===== config.mk =====
export PLATFORM = sky130hd
export DESIGN_NAME = muldiv_unit_flat
export DESIGN_NICKNAME = d
export VERILOG_FILES = /design/src/rtl/muldiv_unit_if.sv /design/src/rtl/muldiv_unit.sv /design/src/flat_wrapper.sv
export SDC_FILE = /design/constraint.sdc
export NUM_CORES = 1
export LEC_CHECK = 0
export BUFFER_PORTS_ARGS = -buffer_cell sky130_fd_sc_hd__buf_2
export CAP_MARGIN = 10
export CORE_MARGIN = 5
export CORE_UTILIZATION = 60
export DETAILED_ROUTE_END_ITERATION = 8
export PLACE_DENSITY = 0.85
export SYNTH_ARGS = -nofsm -noshare
export SYNTH_HDL_FRONTEND = slang
export SYNTH_SLANG_ARGS = --single-unit

===== constraint.sdc =====
create_clock -name clk -period 4.25 [get_ports clk]
set_input_delay 0.85 -clock clk [delete_from_list [all_inputs] [get_ports clk]]
set_output_delay 0.85 -clock clk [all_outputs]
set_load 0.1 [all_outputs]

===== src/rtl/muldiv_unit_if.sv =====
// Issue/result bundle between decode, muldiv_unit and the accumulator buffer.
// The slave modport is the execute unit; master is the decode/accumulator side.
interface muldiv_unit_if #(
  parameter int WIDTH = 16,
  parameter int REGW  = 4
);
  logic             branch;
  logic             start;
  logic [1:0]       op;
  logic [WIDTH-1:0] a;
  logic [WIDTH-1:0] b;
  logic [REGW-1:0]  wr_in;
  logic             mem_regin;
  logic             busy;
  logic [WIDTH-1:0] out;
  logic [REGW-1:0]  wr_out;
  logic             write_out;
  logic             mem_regout;
  logic [WIDTH-1:0] hi;
  logic             illegal;

  modport master (
    output branch, start, op, a, b, wr_in, mem_regin,
    input  busy, out, wr_out, write_out, mem_regout, hi, illegal
  );

  modport slave (
    input  branch, start, op, a, b, wr_in, mem_regin,
    output busy, out, wr_out, write_out, mem_regout, hi, illegal
  );
endinterface


===== src/rtl/muldiv_unit.sv =====
// Iterative unsigned shift-add multiplier / restoring divider with a HI register.
// Define MULDIV_DIV_EN to build the divider; otherwise DIV raises a one-cycle illegal pulse.
module muldiv_unit #(
  parameter int WIDTH = 16,
  parameter int REGW  = 4
) (
  input logic          clk,
  input logic          rst,
  muldiv_unit_if.slave bus
);
  localparam int            CW     = $clog2(WIDTH);
  localparam logic [0:0]    S_IDLE = 1'b0;
  localparam logic [0:0]    S_RUN  = 1'b1;
  localparam logic [1:0]    OP_MUL = 2'b00;
  localparam logic [1:0]    OP_DIV = 2'b01;
  localparam logic [CW-1:0] LAST   = CW'(WIDTH - 1);

  logic [0:0]         state_q, state_d;
  logic [CW-1:0]      count_q, count_d;
  logic [2*WIDTH-1:0] work_q, work_d;
  logic [WIDTH-1:0]   b_q, b_d;
  logic [REGW-1:0]    wr_q, wr_d;
  logic               mreg_q, mreg_d;
  logic               busy_q, busy_d;
  logic [WIDTH-1:0]   out_q, out_d;
  logic [REGW-1:0]    wr_out_q, wr_out_d;
  logic               write_q, write_d;
  logic               mreg_out_q, mreg_out_d;
  logic [WIDTH-1:0]   hi_q, hi_d;
  logic               illegal_q, illegal_d;
  logic               accept_s;
  logic [WIDTH:0]     mul_sum_s;
  logic [2*WIDTH-1:0] mul_step_s;
  logic [2*WIDTH-1:0] step_s;

  assign accept_s = (state_q == S_IDLE) && bus.start && !bus.branch;

  // work_q holds {partial product, remaining multiplier}; one multiplier bit retires per step
  always_comb begin
    mul_sum_s  = {1'b0, work_q[2*WIDTH-1:WIDTH]} + {1'b0, (work_q[0] ? b_q : {WIDTH{1'b0}})};
    mul_step_s = {mul_sum_s, work_q[WIDTH-1:1]};
  end

`ifdef MULDIV_DIV_EN
  logic               op_q;
  logic [WIDTH:0]     div_shift_s;
  logic [WIDTH:0]     div_trial_s;
  logic               div_borrow_s;
  logic [2*WIDTH-1:0] div_step_s;

  // work_q holds {remainder, dividend/quotient}; b=0 never borrows, giving 0xFFFF and rem=a
  always_comb begin
    div_shift_s  = {work_q[2*WIDTH-1:WIDTH], work_q[WIDTH-1]};
    div_trial_s  = div_shift_s - {1'b0, b_q};
    div_borrow_s = div_trial_s[WIDTH];
    div_step_s   = {(div_borrow_s ? div_shift_s[WIDTH-1:0] : div_trial_s[WIDTH-1:0]),
                    work_q[WIDTH-2:0], ~div_borrow_s};
    step_s       = op_q ? div_step_s : mul_step_s;
  end

  // Remember which iterative operation is in flight
  always_ff @(posedge clk) begin
    if (rst) begin
      op_q <= 1'b0;
    end else if (accept_s) begin
      op_q <= (bus.op == OP_DIV);
    end else begin
      op_q <= op_q;
    end
  end
`else
  // Multiply is the only iterative operation in this build
  always_comb step_s = mul_step_s;
`endif

  // Next-state: flush, issue, iterate, complete
  always_comb begin
    state_d    = state_q;
    count_d    = count_q;
    work_d     = work_q;
    b_d        = b_q;
    wr_d       = wr_q;
    mreg_d     = mreg_q;
    busy_d     = busy_q;
    out_d      = out_q;
    wr_out_d   = {REGW{1'b0}};
    write_d    = 1'b0;
    mreg_out_d = mreg_out_q;
    hi_d       = hi_q;
    illegal_d  = 1'b0;
    if (bus.branch) begin
      state_d    = S_IDLE;
      busy_d     = 1'b0;
      out_d      = {WIDTH{1'b0}};
      mreg_out_d = 1'b1;
    end else begin
      case (state_q)
        S_IDLE: begin
          if (bus.start) begin
            work_d = {{WIDTH{1'b0}}, bus.a};
            b_d    = bus.b;
            wr_d   = bus.wr_in;
            mreg_d = bus.mem_regin;
            case (bus.op)
              OP_MUL: begin
                state_d = S_RUN;
                count_d = {CW{1'b0}};
                busy_d  = 1'b1;
              end
              OP_DIV: begin
`ifdef MULDIV_DIV_EN
                state_d = S_RUN;
                count_d = {CW{1'b0}};
                busy_d  = 1'b1;
`else
                illegal_d = 1'b1;
`endif
              end
              default: begin
                out_d      = hi_q;
                wr_out_d   = bus.wr_in;
                write_d    = 1'b1;
                mreg_out_d = bus.mem_regin;
              end
            endcase
          end else begin
            state_d = S_IDLE;
          end
        end
        S_RUN: begin
          work_d  = step_s;
          count_d = count_q + {{(CW-1){1'b0}}, 1'b1};
          if (count_q == LAST) begin
            state_d    = S_IDLE;
            busy_d     = 1'b0;
            out_d      = step_s[WIDTH-1:0];
            hi_d       = step_s[2*WIDTH-1:WIDTH];
            wr_out_d   = wr_q;
            write_d    = 1'b1;
            mreg_out_d = mreg_q;
          end else begin
            state_d = S_RUN;
          end
        end
        default: begin
          state_d = S_IDLE;
          busy_d  = 1'b0;
        end
      endcase
    end
  end

  // State and registered result port
  always_ff @(posedge clk) begin
    if (rst) begin
      state_q    <= S_IDLE;
      count_q    <= {CW{1'b0}};
      work_q     <= {(2*WIDTH){1'b0}};
      b_q        <= {WIDTH{1'b0}};
      wr_q       <= {REGW{1'b0}};
      mreg_q     <= 1'b0;
      busy_q     <= 1'b0;
      out_q      <= {WIDTH{1'b0}};
      wr_out_q   <= {REGW{1'b0}};
      write_q    <= 1'b0;
      mreg_out_q <= 1'b1;
      hi_q       <= {WIDTH{1'b0}};
      illegal_q  <= 1'b0;
    end else begin
      state_q    <= state_d;
      count_q    <= count_d;
      work_q     <= work_d;
      b_q        <= b_d;
      wr_q       <= wr_d;
      mreg_q     <= mreg_d;
      busy_q     <= busy_d;
      out_q      <= out_d;
      wr_out_q   <= wr_out_d;
      write_q    <= write_d;
      mreg_out_q <= mreg_out_d;
      hi_q       <= hi_d;
      illegal_q  <= illegal_d;
    end
  end

  assign bus.busy       = busy_q;
  assign bus.out        = out_q;
  assign bus.wr_out     = wr_out_q;
  assign bus.write_out  = write_q;
  assign bus.mem_regout = mreg_out_q;
  assign bus.hi         = hi_q;
  assign bus.illegal    = illegal_q;
endmodule


===== src/flat_wrapper.sv =====
// flat-port wrapper written by rule: the top's interface ports become plain ports
module muldiv_unit_flat 
#(
  parameter int WIDTH = 16,
  parameter int REGW  = 4
)
  (clk, rst, bus_branch, bus_start, bus_op, bus_a, bus_b, bus_wr_in, bus_mem_regin, bus_busy, bus_out, bus_wr_out, bus_write_out, bus_mem_regout, bus_hi, bus_illegal);
  muldiv_unit_if #(.WIDTH(WIDTH), .REGW(REGW)) bus_i ();
  input logic clk;
  input logic rst;
  input wire logic [$bits(bus_i.branch)-1:0] bus_branch;
  input wire logic [$bits(bus_i.start)-1:0] bus_start;
  input wire logic [$bits(bus_i.op)-1:0] bus_op;
  input wire logic [$bits(bus_i.a)-1:0] bus_a;
  input wire logic [$bits(bus_i.b)-1:0] bus_b;
  input wire logic [$bits(bus_i.wr_in)-1:0] bus_wr_in;
  input wire logic [$bits(bus_i.mem_regin)-1:0] bus_mem_regin;
  output wire logic [$bits(bus_i.busy)-1:0] bus_busy;
  output wire logic [$bits(bus_i.out)-1:0] bus_out;
  output wire logic [$bits(bus_i.wr_out)-1:0] bus_wr_out;
  output wire logic [$bits(bus_i.write_out)-1:0] bus_write_out;
  output wire logic [$bits(bus_i.mem_regout)-1:0] bus_mem_regout;
  output wire logic [$bits(bus_i.hi)-1:0] bus_hi;
  output wire logic [$bits(bus_i.illegal)-1:0] bus_illegal;
  assign bus_i.branch = bus_branch;
  assign bus_i.start = bus_start;
  assign bus_i.op = bus_op;
  assign bus_i.a = bus_a;
  assign bus_i.b = bus_b;
  assign bus_i.wr_in = bus_wr_in;
  assign bus_i.mem_regin = bus_mem_regin;
  assign bus_busy = bus_i.busy;
  assign bus_out = bus_i.out;
  assign bus_wr_out = bus_i.wr_out;
  assign bus_write_out = bus_i.write_out;
  assign bus_mem_regout = bus_i.mem_regout;
  assign bus_hi = bus_i.hi;
  assign bus_illegal = bus_i.illegal;
  muldiv_unit #(.WIDTH(WIDTH), .REGW(REGW)) u_core (.clk(clk), .rst(rst), .bus(bus_i));
endmodule

==> metrics.cfg, run 1 <==
[outcome]
status=completed

[clocking]
numCtsBuffers=9
cts_root_buffer=clkbuf_8
worstSkewPairLatency_ns=0.36
cts_tree=yes
cts_setup_buffers=0
cts-htree-levels=3
cts_max_path_buffers=2
cts_resized=0
holdBufCountCts=0
clk_pin_slew_ns=0.10
cts_sinks=98

[sta]
fin_crit_ns=2.93
hold_viol_final=0
setup_viol=0
max_freq_ghz=0.341
rsz0062_at_grt=false
finalSetupTns_ns=0
slew_violations=0
fin_ws_ns=1.32
max-slew-margin-rel_pct=30.4
min_period_over_period_pct=69.0
whs_ns=0.455
skew_ns=0.0123
worst_pin_slew_ns=1.04

[yosys]
netlist.top_cell.by_area=dfxtp_1
synthAdderAreaFrac_pct=5.02
synth_edf_count=0
syn_nets=602
synthMuxAreaShare_pct=7.35
synthArstFlopShare_pct=0
yosys_warnings=0
synth_top_family_by_area=compound AO/OA/AOI/OAI gates
yosys.area_share.simple_pct=19.2
synth_xor_area_share_pct=2.27
synth.area.top_cells=dfxtp_1 (42%), mux2i_1 (7.3%), nand2_1 (6.6%), a211oi_1 (5.7%), nor2_1 (5.5%)
ys.flop_type=dfxtp_1
avgSynthCellArea_um2=8.56
ys_ff_latch=98
syn-cell-area_um2=4630
yosysUniqueCellTypes=52
synth_top_cell_area_share_pct=42.4
ys_seq_area_share_pct=42.4
synth_compound_area_share_pct=20.0
synthCells=541

[setup_path]
path_class=register to register
worstPathRequired_ns=4.51
slowest_stage=dfxtp_1
endpoint_kind=register
start_kind=register
worstPathCellList=and2_1 > ha_1 > inv_1 > fa_1 > nor2b_4 > o2111ai_1 > nand2_1 > a311o_1 > nor4b_2 > a211o_2
arrival_ns=3.19
path_max_fanout=17
critPathMaxStageDelay_ns=0.62

[run]
cap_violations=0

[route]
vias=4081
finalWirelength_um=11300
wl_per_cell_um=15.8
dr.pass1.iters=5
drc_errors=0
viasPerCell=5.73
route.antenna.remaining_nets=0
drt_iter0_markers=208

[global_route]
first_global_vias=4134
grt-busiest-layer=met2
grt_max_degree=40
gr-total-overflow=0
grt_pass1_wl_um=19200
track_usage_pct=24.1
grt.met1_usage_pct=29.8
use_met3_pct=4.29
met2_usage_pct=41.4
antenna_found_initial=0

[final_layout]
utilization_pct=68.9
drive_gt1_share_pct=18.5
seqCellArea_um2=1960
diodes=0
nFillCells=655
multi_input_area_um2=2500
area_growth_pct=13.2
layout.nets=666

[die]
initial_utilization_pct=60.9
die-area_um2=9580
row_count=32
die_y_um=97.9
dieWidth_um=97.9
coreArea_um2=7610
num_io_pins=83

[placed_design]
placement.io_buffers=82
dp_hpwl_um=8260
gp_congestion=0.925
post-place-ws_ns=1.34

[pwr]
peakVddDrop_mv=0.228
p_per_area_nw_per_um2=324
power_leakage_nw=2.16
total_power_mw=1.70

[worst_hold_path]
holdCritPathClass=register to register

worst paths after layout:
check	start	end	slack, ns	depth (start not counted)
hold reg to reg	u_core.b_q[13]$_SDFFE_PP0P_	u_core.b_q[13]$_SDFFE_PP0P_	0.45	2
setup reg to reg	u_core.work_q[0]$_SDFFE_PP0P_	u_core.bus.hi[11]$_SDFFE_PP0P_	1.32	10
setup / recovery	u_core.work_q[0]$_SDFFE_PP0P_	u_core.bus.hi[11]$_SDFFE_PP0P_	1.32	10
hold / removal	u_core.b_q[13]$_SDFFE_PP0P_	u_core.b_q[13]$_SDFFE_PP0P_	0.45	2
through the flow:
stage                     instance area, um2  cells
after global routing                    5240    712
after detailed placement                5050    696
after CTS                               5240    712
after global placement                  5050    696
final                                   5240    712
after floorplan                         4630    541
worst max-delay path: cells and delay by family (launching register included):
family,cells,cell delay [ns]
flip-flops,1,0.62
AND/OR/NAND/NOR,4,0.62
AO/OA/AOI/OAI,3,0.84
adder cells (fa/ha/maj),2,0.67
buffers and inverters,1,0.08
power breakdown:
group	switching [mW]	internal [mW]
sequential	0.0186	0.944
combinational	0.122	0.0522
clock	0.339	0.223
logic make-up after synthesis:
kind of cell	Yosys count
xor gates and xnor gates	12
adders and majority gates	18
and+or+nand+nor	200
muxes	34
buffers and inverters	40
AOI/OAI and AO/OA	139
DFF	98
sequential cells by signal, indices dropped and copies added, names as in the netlist:
register and flops:
u_core.bus.wr_out 4, u_core.bus.illegal 1, u_core.work_q 32, u_core.bus.busy 1, u_core.count_q 4, u_core.bus.hi 16
u_core.b_q 16, u_core.bus.write_out 1, u_core.bus.mem_regout 1, u_core.state_q 1, u_core.wr_q 4, u_core.bus.out 16
u_core.mreg_q 1
cells in the mapped netlist (2+ instances only):
cell	number
dfxtp_1	98
nand2_1	81
nor2_1	68
a21oi_1	44
a211oi_1	35
mux2i_1	34
clkbuf_1	19
and2_1	17
ha_1	17
o21ai_0	12
a22oi_1	11
buf_2	8
inv_1	8
xnor2_1	8
nand3_1	7
a22o_1	6
a21o_1	4
a31oi_1	4
and3_1	4
nor3_1	4
o211ai_1	4
xor2_1	4
buf_1	3
nor3b_1	3
or2_2	3
a211o_1	2
buf_6	2
nand2b_1	2
nor2b_1	2
nor4b_1	2
o21bai_1	2
o31ai_1	2
or3_1	2
layer usage:
| metal | wire length, um | part of all wire [%] | vias up |
|---|---|---|---|
| met5 | 0 | 0 | - |
| met4 | 267 | 2.4 | 0 |
| met3 | 575 | 5.1 | 21 |
| met2 | 5360 | 48 | 121 |
| met1 | 5080 | 45 | 1896 |
| li1 | - | - | 2043 |
cell type report:
cell class	instances	area share (%)
Clock buffer	9	2.36
Clock inverter	7	1.22
Inverter	8	0.573
Multi-Input combinational cell	403	47.7
Sequential cell	98	37.5
Tap cell	102	2.43
Timing Repair Buffer	85	8.26
cells in the final DEF, fill, tap and decap left out, drive strengths merged, types with 11 or more instances in the layout:
cell     n
a21oi   45
nand2   81
o21ai   13
dfxtp   98
a22oi   11
buf     85
ha      17
a211oi  35
nor2    68
mux2i   34
and2    17
(Power assumes the default switching activity.)
==> run 2: changes to the inputs <==
--- a/config.mk
+++ b/config.mk
@@ -5,12 +5,13 @@
 export SDC_FILE = /design/constraint.sdc
 export NUM_CORES = 1
 export LEC_CHECK = 0
+export ABC_AREA = 1
 export BUFFER_PORTS_ARGS = -buffer_cell sky130_fd_sc_hd__buf_2
 export CAP_MARGIN = 10
 export CORE_MARGIN = 5
-export CORE_UTILIZATION = 60
+export CORE_UTILIZATION = 56
 export DETAILED_ROUTE_END_ITERATION = 8
-export PLACE_DENSITY = 0.85
+export PLACE_DENSITY = 0.8
 export SYNTH_ARGS = -nofsm -noshare
 export SYNTH_HDL_FRONTEND = slang
 export SYNTH_SLANG_ARGS = --single-unit
==> constraint.sdc (replaced) <==
create_clock -name clk -period 3 [get_ports clk]
set_input_delay 0.6 -clock clk [delete_from_list [all_inputs] [get_ports clk]]
set_output_delay 0.6 -clock clk [all_outputs]
set_load 0.1 [all_outputs]
==> run 2 against run 1 <==
  * Synthesized area increased by 3.2%
  * Routed wire length is 10% higher
  * Sequential power up 42%
  * Die area rose by 9.5%
  * Non-clock buffer count up 3
  * Synthesized cell count increased by 30%
  * Core utilization shrank 3.0 points
  * Worst hold slack lost 0.024 ns
  * Clock skew up 0.0055 ns
  * Largest cell class unchanged
==> metrics.cfg, run 2 <==
[yosys]
synthArstFlopShare_pct=0
avgSynthCellArea_um2=6.81
synthCells=702
yosys_warnings=0
ys_ff_latch=98
syn-cell-area_um2=4780
yosysMostFrequentCell=nand2_1
synth.area.top_cells=dfxtp_1 (41%), nand2_1 (15%), nor2_1 (7.1%), inv_1 (6.9%), o21ai_0 (5.7%)
syn_nets=763
netlist.top_cell.by_area=dfxtp_1
synth_top_cell_area_share_pct=41.0
yosysUniqueCellTypes=33
synthTopCellsByCount=nand2_1 (190), dfxtp_1 (98), nor2_1 (91)
synth_edf_count=0
ys_seq_area_share_pct=41.0
ys.flop_type=dfxtp_1

[final_layout]
layoutNonFillerInstCount=880
final_cell_mix=nand2_1 (190), dfxtp_1 (98), nor2_1 (91), inv_1 (88), buf_2 (82)
layout.nets=831
area_growth_pct=13.9
diodes=0
top_register=u_core.work_q
largest_reg_flops=32
drive_gt1_share_pct=15.1
final_common_cell=nand2_1

[setup_path]
reg2reg_to=u_core.work_q[31]$_SDFFE_PP0P_
slowest_stage=dfxtp_1
reg2reg_slack_ns=0.62
arrival_ns=2.68
worst-path-stages=14
cp-endpoint=u_core.work_q[31]$_SDFFE_PP0P_
worstPathRequired_ns=3.29
r2r-start=u_core.work_q[0]$_SDFFE_PP0P_
critPathBufInv=3
path_max_fanout=17
start_kind=register
endpoint_kind=register
critPathLaunch=u_core.work_q[0]$_SDFFE_PP0P_
reg2regPathDepth=14
worstPathCellList=nand2_1 > inv_1 > ha_1 > inv_1 > fa_1 > inv_1 > nand3_1 > nand2_1 > nand3_1 > nand3_1 > nand2_1 > nand2_1 > nand2_1 > a21oi_1
crit_family=simple AND/OR/NAND/NOR gates
path_class=register to register
path_common_cell=nand2_1
critPathMaxStageDelay_ns=0.65

[clocking]
numCtsBuffers=9
cts-htree-levels=3
cts_max_path_buffers=2
cts_setup_buffers=0
cts_sinks=98
cts_root_buffer=clkbuf_8
worstSkewPairLatency_ns=0.37
cts_resized=0
clk_pin_slew_ns=0.10
holdBufCountCts=0
cts_tree=yes

[route]
drc_errors=0
vias=4688
wl_per_cell_um=14.1
drt_iter0_markers=278
viasPerCell=5.33
dr.pass1.iters=5
finalWirelength_um=12400
route.antenna.remaining_nets=0

[die]
dieWidth_um=102
row_count=33
die_y_um=102
initial_utilization_pct=57.9
coreArea_um2=8260
num_io_pins=83
die-area_um2=10500

[placed_design]
gp_congestion=0.974
dp_cells=864
dp_hpwl_um=9390
placement.io_buffers=82

[pwr]
peakVddDrop_mv=0.213
p_per_area_nw_per_um2=467
power_leakage_nw=2.88

[run]
cap_violations=0

[sta]
min_period_over_period_pct=79.4
max_freq_ghz=0.420
slew_violations=0
fin_crit_ns=2.38
skew_ns=0.0177
hold_viol_final=0
rsz0062_at_grt=false
max-slew-margin-rel_pct=43.0
finalSetupTns_ns=0
setup_viol=0
worst_pin_slew_ns=0.854

[outcome]
status=completed

[global_route]
first_global_vias=4362
grt_max_degree=37
track_usage_pct=24.1
antenna_found_initial=0
grt_pass1_wl_um=20100
gr-total-overflow=0

[worst_hold_path]
holdCritPathClass=input pin to register

[run 2: cell types whose count changed in the layout (fill, tap and decap cells not counted), sizes merged, moves of 6 or more]
cell    change
a211oi     -35
a22o        -6
a22oi      -10
a31oi      +16
and2       -17
inv        +84
mux2i      -34
nand2     +109
nand3      +12
nor2       +27
o21ai      +50
[run 2: worst min-delay path by stage]
stage | depth (start not counted) | start | to
2_1_floorplan | 2 | u_core.wr_q[0]$_SDFFE_PP0P_ | u_core.bus.wr_out[0]$_SDFF_PP0_
3_3_place_gp | 2 | u_core.wr_q[3]$_SDFFE_PP0P_ | u_core.bus.wr_out[3]$_SDFF_PP0_
3_5_place_dp | 2 | u_core.bus.busy$_SDFFE_PP0P_ | u_core.bus.busy$_SDFFE_PP0P_
4_1_cts | 2 | bus_op[1] | u_core.bus.illegal$_SDFF_PP0_
5_1_grt | 2 | bus_op[1] | u_core.bus.illegal$_SDFF_PP0_
6_report | 2 | bus_op[1] | u_core.bus.illegal$_SDFF_PP0_
[run 2: worst reg2reg max path: stages, from the launching register on]
cell and delay, ns:
dfxtp_1 0.65, nand2_1 0.09, inv_1 0.08, ha_1 0.18, inv_1 0.08, fa_1 0.43
inv_1 0.09, nand3_1 0.07, nand2_1 0.13, nand3_1 0.11, nand3_1 0.10, nand2_1 0.05
nand2_1 0.07, nand2_1 0.05, a21oi_1 0.15
[run 2: kinds of logic after synthesis]
logic type	synth area share [%]
buf+inv	10.3
flops	41.0
fa+ha+maj	4.87
compound gates	16.3
xor+xnor	1.65
simple gates	25.9
[run 2: stage by stage]
stage | util, % | area (um2) | setup slack [ns] | hold WS, ns | total power, mW
after detailed placement | 63.3 | 5220 | 0.536 | 0.451 | 1.65
after global routing | 65.9 | 5450 | 0.284 | 0.431 | 2.64
after CTS | 65.9 | 5450 | 0.615 | 0.418 | 2.56
after floorplan | - | 4780 | 0.717 | 0.437 | 1.58
final | 65.9 | 5450 | 0.617 | 0.431 | 2.54
after global placement | 63.3 | 5220 | 0.600 | 0.445 | 1.64
[run 2: final cells by class]
cell class / count / area, um2
repair buffers: 88 / 455
inverters: 92 / 348
flip-flops and latches: 98 / 1960
clock inverters: 6 / 83.8
clock buffers: 10 / 138
multi-input cells: 481 / 2330
well taps: 105 / 131
fillers: 765 / 2810
[run 2: metal layers]
layer  vias up  global-route usage [%]  routed length [um]  share of wire, %
met5         -                       0                   0                 0
met4         0                    8.78                 333               2.7
met3        27                    3.89                 731               5.9
met2       140                    39.6                5860                47
met1      2149                    32.1                5490                44
li1       2372                       -                   -                 -
[run 2: power by group]
part | total [mW] | leakage, nW | internal, mW | switching [mW]
Sequential | 1.37 | 0.798 | 1.34 | 0.0253
Combinational | 0.250 | 1.97 | 0.0693 | 0.181
Clock | 0.925 | 0.112 | 0.427 | 0.497
Total | 2.54 | 2.88 | 1.84 | 0.703
